--- src/rtl/score_keeper.sv ---
// Score accumulator for the rhythm game: per-lane hit capture, lowest-lane-first
// retirement, combo-driven multiplier and saturating 16-bit score.
module score_keeper #(
  parameter int unsigned NUM_LANES   = 4,
  parameter logic [15:0] PERFECT_PTS = 16'd512,
  parameter logic [15:0] GREAT_PTS   = 16'd256,
  parameter logic [15:0] GOOD_PTS    = 16'd128,
  parameter int unsigned COMBO_STEP  = 10,
  parameter int unsigned MAX_MULT    = 4
) (
  input  logic                   Clk,
  input  logic                   reset,
  input  logic                   start,
  input  logic                   song_end,
  input  logic [NUM_LANES-1:0]   lane_hit,
  input  logic [2*NUM_LANES-1:0] lane_grade,
  output logic [15:0]            score,
  output logic [9:0]             combo,
  output logic [9:0]             max_combo,
  output logic [2:0]             multiplier,
  output logic                   busy,
  output logic                   overflow,
  output logic                   done
);

  localparam int unsigned StepW = $clog2(COMBO_STEP + 1);

  localparam logic [1:0] StIdle  = 2'd0;
  localparam logic [1:0] StPlay  = 2'd1;
  localparam logic [1:0] StDrain = 2'd2;
  localparam logic [1:0] StDone  = 2'd3;

  logic [1:0]             state_q, state_d;
  logic [NUM_LANES-1:0]   pend_q, pend_d;
  logic [2*NUM_LANES-1:0] gr_q, gr_d;
  logic [15:0]            score_q, score_d;
  logic [9:0]             combo_q, combo_d;
  logic [9:0]             max_combo_q, max_combo_d;
  logic [2:0]             mult_q, mult_d;
  logic [StepW-1:0]       step_q, step_d;
  logic                   overflow_q, overflow_d;

  logic [NUM_LANES-1:0]   ret_oh;
  logic [1:0]             ret_grade;
  logic [15:0]            base;
  logic [18:0]            add;
  logic [18:0]            sum;

  // Isolate the lowest set pending bit; that lane retires this cycle.
  assign ret_oh = pend_q & (~pend_q + 1'b1);

  always_comb begin
    ret_grade = 2'b00;
    for (int i = NUM_LANES - 1; i >= 0; i--) begin
      if (pend_q[i]) ret_grade = gr_q[2*i +: 2];
    end
  end

  always_comb begin
    case (ret_grade)
      2'b11:   base = PERFECT_PTS;
      2'b10:   base = GREAT_PTS;
      2'b01:   base = GOOD_PTS;
      default: base = 16'd0;
    endcase
    add = 19'(base) * 19'(mult_q);
    sum = 19'(score_q) + add;
  end

  always_comb begin
    state_d     = state_q;
    pend_d      = pend_q;
    gr_d        = gr_q;
    score_d     = score_q;
    combo_d     = combo_q;
    max_combo_d = max_combo_q;
    mult_d      = mult_q;
    step_d      = step_q;
    overflow_d  = overflow_q;

    if (start) begin
      // Start from any state restarts the song and discards pending events.
      state_d     = StPlay;
      pend_d      = '0;
      score_d     = '0;
      combo_d     = '0;
      max_combo_d = '0;
      mult_d      = 3'd1;
      step_d      = '0;
      overflow_d  = 1'b0;
    end else begin
      if (|pend_q) begin
        pend_d = pend_q & ~ret_oh;
        if (ret_grade != 2'b00) begin
          score_d = (sum > 19'h0FFFF) ? 16'hFFFF : sum[15:0];
          combo_d = (combo_q == 10'd1023) ? combo_q : combo_q + 10'd1;
          if (combo_d > max_combo_q) max_combo_d = combo_d;
          if (step_q == StepW'(COMBO_STEP - 1)) begin
            step_d = '0;
            if (mult_q < 3'(MAX_MULT)) mult_d = mult_q + 3'd1;
          end else begin
            step_d = step_q + 1'b1;
          end
        end else begin
          combo_d = '0;
          step_d  = '0;
          mult_d  = 3'd1;
        end
      end

      if (state_q == StPlay) begin
        for (int i = 0; i < NUM_LANES; i++) begin
          if (lane_hit[i]) begin
            if (pend_q[i] && !ret_oh[i]) begin
              overflow_d = 1'b1;
            end else begin
              pend_d[i]       = 1'b1;
              gr_d[2*i +: 2]  = lane_grade[2*i +: 2];
            end
          end
        end
        if (song_end) state_d = StDrain;
      end else if (state_q == StDrain && pend_d == '0) begin
        state_d = StDone;
      end
    end
  end

  always_ff @(posedge Clk or posedge reset) begin
    if (reset) begin
      state_q     <= StIdle;
      pend_q      <= '0;
      gr_q        <= '0;
      score_q     <= '0;
      combo_q     <= '0;
      max_combo_q <= '0;
      mult_q      <= 3'd1;
      step_q      <= '0;
      overflow_q  <= 1'b0;
    end else begin
      state_q     <= state_d;
      pend_q      <= pend_d;
      gr_q        <= gr_d;
      score_q     <= score_d;
      combo_q     <= combo_d;
      max_combo_q <= max_combo_d;
      mult_q      <= mult_d;
      step_q      <= step_d;
      overflow_q  <= overflow_d;
    end
  end

  assign score      = score_q;
  assign combo      = combo_q;
  assign max_combo  = max_combo_q;
  assign multiplier = mult_q;
  assign busy       = |pend_q;
  assign overflow   = overflow_q;
  assign done       = (state_q == StDone);

endmodule

--- config.mk ---
export PLATFORM = sky130hd
export DESIGN_NAME = score_keeper
export DESIGN_NICKNAME = d
export VERILOG_FILES = /design/src/rtl/score_keeper.sv
export SDC_FILE = /design/constraint.sdc
export NUM_CORES = 1
export LEC_CHECK = 0
export ABC_AREA = 1
export BUFFER_PORTS_ARGS = -buffer_cell sky130_fd_sc_hd__buf_2
export CORE_MARGIN = 3
export CORE_UTILIZATION = 51
export DETAILED_ROUTE_END_ITERATION = 12
export PLACE_DENSITY = 0.88
export SLEW_MARGIN = 20
export SYNTH_ARGS = -nofsm -noshare
export SYNTH_HDL_FRONTEND = slang
export SYNTH_SLANG_ARGS = --single-unit
--- constraint.sdc ---
create_clock -name Clk -period 2.9 [get_ports Clk]
set_input_delay 0 -clock Clk [delete_from_list [all_inputs] [get_ports Clk]]
set_output_delay 0 -clock Clk [all_outputs]
set_load 0.05 [all_outputs]
# Yosys cells after proc, flatten, opt, wreduce, memory -nomap -nowiden
# Cells that the tools add are included.
# totals
reg_bits	58
out_inout_bits	42
elab_cells	118
# op_classes
addsub	5
n_mul	1
magnitude_cmp	3
eq_ne	11
mux	52
n_bitwise	9
n_reduce_logical	25
# ops
op	n
10-bit two-way mux	8
16-bit two-way mux	4
4-bit two-way mux	8
10-bit case mux with 3 select lines	1
16-bit by 19-bit adder with 19-bit output	1
19-bit by 16-bit > comparator with 1-bit output (second input constant)	1
16-bit by 3-bit multiplier with 19-bit output	1
1-bit two-way mux	18
2-bit two-way mux	8
4-bit AND reduction	4
3-bit two-way mux	5
10-bit by 1-bit adder with 10-bit output (second input constant)	1
10-bit equality test (second input constant)	1
10-bit > comparator	1
2-bit nonzero test	5
4-bit by 1-bit adder with 4-bit output (second input constant)	2
4-bit bitwise AND	2
2-bit equality test (second input constant)	4
4-bit inverter	2
3-bit by 2-bit != test with 1-bit output (second input constant)	2
3-bit AND reduction	2
1-bit logical AND	5
1-bit inverter	5
2-bit by 1-bit equality test with 1-bit output (second input constant)	2
other kinds (9)	13

# Depth between registers and ports, before layout
# logic_depth
depth_word	15
ltp_mapped	23
depth_no_buf	23

# Worst setup path before layout
# Ideal clock, no wire load.
# synth_timing
kind	reg2reg
from	register pend_q[0]
to	register score_q[14] (netlist: score[14])
arrival_time_ns	3.149
required_ns	2.834
path_slack_ns	-0.315
stages_incl_launch_ff	18
n_path_buf	0
path_cell_list	dfrtp_1 > nor2_4 > nand3_1 > nand2_4 > inv_1 > nor2_1 > nand2_1 > fa_1 > fa_1 > fa_1 > inv_1 > nand3_1 > nand2_1 > o2bb2ai_1 > inv_1 > nand2_1 > nand2_1 > nand2_1
# synth_via
elab_chain_len	10
elab_cells_between_ends	17
classes_between	1 x add/sub; 1 x mul; 1 x order compare; 3 x eq/ne; 6 x mux; 5 x reduce/logical
# synth_lines
item	line	source
from (decl)	34	logic [NUM_LANES-1:0] pend_q, pend_d;
from (signal assigned)	142	pend_q <= pend_d;
2-bit two-way mux	55	if (pend_q[i]) ret_grade = gr_q[2*i +: 2];
2-bit by 1-bit equality test with 1-bit output / 2-bit equality test (equally long branches)	60	case (ret_grade)
10-bit case mux with 3 select lines	60	
16-bit by 3-bit multiplier with 19-bit output	66	add = 19'(base) * 19'(mult_q);
16-bit by 19-bit adder with 19-bit output	67	sum = 19'(score_q) + add;
19-bit by 16-bit > comparator with 1-bit output	95	score_d = (sum > 19'h0FFFF) ? 16'hFFFF : sum[15:0];
16-bit two-way mux	95	
16-bit two-way mux	94	if (ret_grade != 2'b00) begin
16-bit two-way mux	92	if (|pend_q) begin
16-bit two-way mux	81	if (start) begin
to (signal assigned)	144	score_q <= score_d;
to (decl)	36	logic [15:0] score_q, score_d;
# Several ways; a longest one is shown, not always the timed one. The select of a mux whose other input is x is not followed.
# A chain may end at the register's enable or synchronous reset.

# Final worst setup path
# layout_timing
from	register pend_q[2]
to	register score_q[8] (netlist: score[8])
# layout_via
elab_chain_len	12
elab_cells_between_ends	19
classes_between	1 x add/sub; 1 x mul; 1 x order compare; 3 x eq/ne; 8 x mux; 5 x reduce/logical
# layout_lines
item	line
2-bit two-way mux (3 in a row)	55
2-bit by 1-bit equality test with 1-bit output / 2-bit equality test (equally long branches)	60
10-bit case mux with 3 select lines	60
16-bit by 3-bit multiplier with 19-bit output	66
16-bit by 19-bit adder with 19-bit output	67
19-bit by 16-bit > comparator with 1-bit output	95
16-bit two-way mux	95
16-bit two-way mux	94
16-bit two-way mux	92
16-bit two-way mux	81
# Several ways; a longest one is shown, not always the timed one. The select of a mux whose other input is x is not followed.

==> impl_metrics.env <==
export IMPL_status="finished, violations left"
export IMPL_failed_checks="negative setup slack"
export IMPL_numCtsBuffers=5
export IMPL_cp_required_ps=3160
export IMPL_tightest_slew_ps=833.4
export IMPL_gp_congestion=0.9745
export IMPL_path_common_cell="nand2_4"
export IMPL_ys_seq_area_share_pct=37.81
export IMPL_grt_util_met1_pct=27.15
export IMPL_cts_tree="yes"
export IMPL_drive_gt1_share_pct=29.52
export IMPL_rows=29
export IMPL_rsz0062_at_grt="true"
export IMPL_regArea_um2=1305
export IMPL_p_per_area_nw_per_um2=470.2
export IMPL_fin_ws_ps=-247.3
export IMPL_crit_start="pend_q[2]"
export IMPL_yosys_cell_types_count=41
export IMPL_r2r_cells=17
export IMPL_top_usage_layer="met2"
export IMPL_wl_per_cell_um=13.51
export IMPL_reg2reg_slack_ps=-250
export IMPL_layout_common_cells="127 x nand2_1, 63 x inv_1, 57 x buf_2"
export IMPL_gr_total_overflow=0
export IMPL_clockBufferDepth=2
export IMPL_met2_usage_pct=41.20
export IMPL_layout_cells_most_common="nand2_1"
export IMPL_totalPowerFinal_mw=2.053
export IMPL_yosys_warnings=0
export IMPL_die_w_um=88.18
export IMPL_crit_path_max_fanout=5
export IMPL_hold_class="input port to register"
export IMPL_start_util_pct=53.33
export IMPL_dpl_hpwl_um=5926
export IMPL_cap_violations=0
export IMPL_fillers=512
export IMPL_hold_start="start"
export IMPL_clk_latency_ps=310
export IMPL_cts_sinks=52
export IMPL_antenna_cells=0
export IMPL_coreArea_um2=6459
export IMPL_htreeDepth=2
export IMPL_worstSetupPathType="register to register"
export IMPL_r2r_start="pend_q[2]"
export IMPL_die_area_um2=7776
export IMPL_use_met3_pct=4.139
export IMPL_synthArstFlopShare_pct=100.0
export IMPL_fp_dieH_um=88.18
export IMPL_cp_start_kind="register"
export IMPL_cts_root_buffer="clkbuf_8"
export IMPL_max_clock_freq_mhz=317.7
export IMPL_vias=3234
export IMPL_synth_fp_nets=499
export IMPL_multi_input_area_um2=1974
export IMPL_grt_max_degree=40
export IMPL_p_leak_nw=2.424
export IMPL_cpPeakStageDelay_ps=500
export IMPL_fin_crit_ps=3147
export IMPL_clk_pin_slew_worst_paths_ps=110
export IMPL_grt_pass1_wl_um=14030
export IMPL_area_delta_synth_final_pct=26.73
export IMPL_antenna_found_initial=0
export IMPL_fin_cells=619
export IMPL_drc=0
export IMPL_synth_edf_count=0
export IMPL_r2r_end="score[8]"
export IMPL_whs_path_depth=2
export IMPL_clock_skew_final_ps=11.23
export IMPL_crit_path_end_kind="register"
export IMPL_worstPathCellList="buf_6 > nand2_4 > nand3_2 > nand2_4 > inv_4 > nor2_4 > nand2_2 > fa_1 > fa_1 > fa_2 > inv_2 > nand3_2 > nand2_4 > o2bb2ai_4 > buf_4 > o21ai_2 > nand2_1"
export IMPL_io_buffers=57
export IMPL_irDropWorstVdd_uv=315.3
export IMPL_yosys_register_bits=52
export IMPL_synthesis_instances=455
export IMPL_crit_end="score[8]"
export IMPL_pin_count=58
export IMPL_nNetsFinal=585
export IMPL_period_share_pct=108.5
export IMPL_drtIter0Drc=153
export IMPL_crit_path_top_delay_cell="fa_1"
export IMPL_dp_cells=589
export IMPL_slew_headroom_pct=44.36
export IMPL_synth_avg_cell_area_um2=7.570
export IMPL_cp_arrival_ps=3410
export IMPL_setup_viol_count_final=10
export IMPL_synth_cell_area_um2=3445
export IMPL_track_usage_pct=22.57
export IMPL_slew_viol_final=0
export IMPL_dr_pass1_iters=4
export IMPL_hold_viol=0
export IMPL_viasPerCell=5.225
export IMPL_grt_pass1_vias=3226
export IMPL_wl_um=8361
export IMPL_ys_flop_type="dfrtp_1"
export IMPL_hold_ws_ps=64.76
export IMPL_ant_nets=0
-- where the power goes --
group	switching [mW]	internal, mW
logic	0.490	0.252
registers	0.0727	0.803
clock network	0.262	0.172
total	0.825	1.23
-- synthesized netlist by cell type, types with 3 or more instances --
cell	number	area share, %
nand2_1	139	15
inv_1	76	8.3
dfrtp_1	51	37
nand3_1	35	5.1
nor2_1	28	3.1
ha_1	23	8.4
o21ai_0	17	2.5
a21oi_1	12	1.7
xor2_1	8	2.0
buf_4	7	1.5
fa_1	5	2.9
nand4_1	5	0.91
o22ai_1	4	0.73
clkbuf_1	3	0.33
nor2_2	3	0.54
xnor2_1	3	0.76
-- layer usage --
layer  share of wire [%]  vias to the layer above
li1                    -                     1599
met2                  52                       98
met4                 1.7                        0
met3                 4.6                       18
met1                  42                     1519
met5                   0                        -
-- timing repair --
action | CTS | global route
pin swaps | 15 | 11
gates resized for setup | 18 | 29
buffers inserted | 3 | 4
gates cloned | 0 | 0
hold buffers | 15 | 0
setup endpoints to repair | 10 | 20
hold endpoints to repair | 51 | 0
-- registers in the layout (all words and copies together) (netlist names) --
name        cells
combo          10
gr_q            8
max_combo      10
multiplier      3
overflow        1
pend_q          4
score          10
state_q         2
step_q          4
-- area by class of cell --
| cell class | count | share of cell area [%] |
|---|---|---|
| multi-input combinational | 312 | 45.23 |
| clock buffer | 5 | 1.576 |
| inverter | 78 | 6.821 |
| timing repair buffer | 92 | 13.79 |
| sequential | 52 | 29.89 |
| tap | 77 | 2.207 |
| clock inverter | 3 | 0.4872 |
-- how the worst min path moves through the flow --
stage	slack (ps)	to
after floorplan	110	gr_q[1]
after global placement	190	gr_q[1]
after detailed placement	210	gr_q[1]
after CTS	50	state_q[1]
after global routing	70	state_q[1]
final	60	state_q[1]
-- stage by stage --
step / area, um2 / setup WS (ps) / setup TNS [ps] / util [%]
after floorplan: 3521 / -18.70 / -55.86 / -
after global placement: 3921 / -95.01 / -621.1 / 60.71
after detailed placement: 3921 / -210.8 / -1857 / 60.71
after CTS: 4264 / -157.4 / -1368 / 66.02
after global routing: 4365 / -426.4 / -3682 / 67.59
final: 4365 / -247.3 / -1961 / 67.59
-- worst max-delay path, delay by kind of cell, from the launching register on --
kind	cells	cell delay, ps
fa+ha+maj	3	1330
simple gates	8	690
flops	1	430
buf+inv	4	420
compound gates	2	210
-- cells by family after synthesis --
group | Yosys count | synth area share (%)
fa+ha+maj | 28 | 11.26
simple gates | 227 | 29.02
mux | 2 | 0.6538
compound gates | 44 | 7.301
xor+xnor | 11 | 2.797
flops | 52 | 37.81
buf+inv | 91 | 11.15
Power figures use the tool's default switching activity.
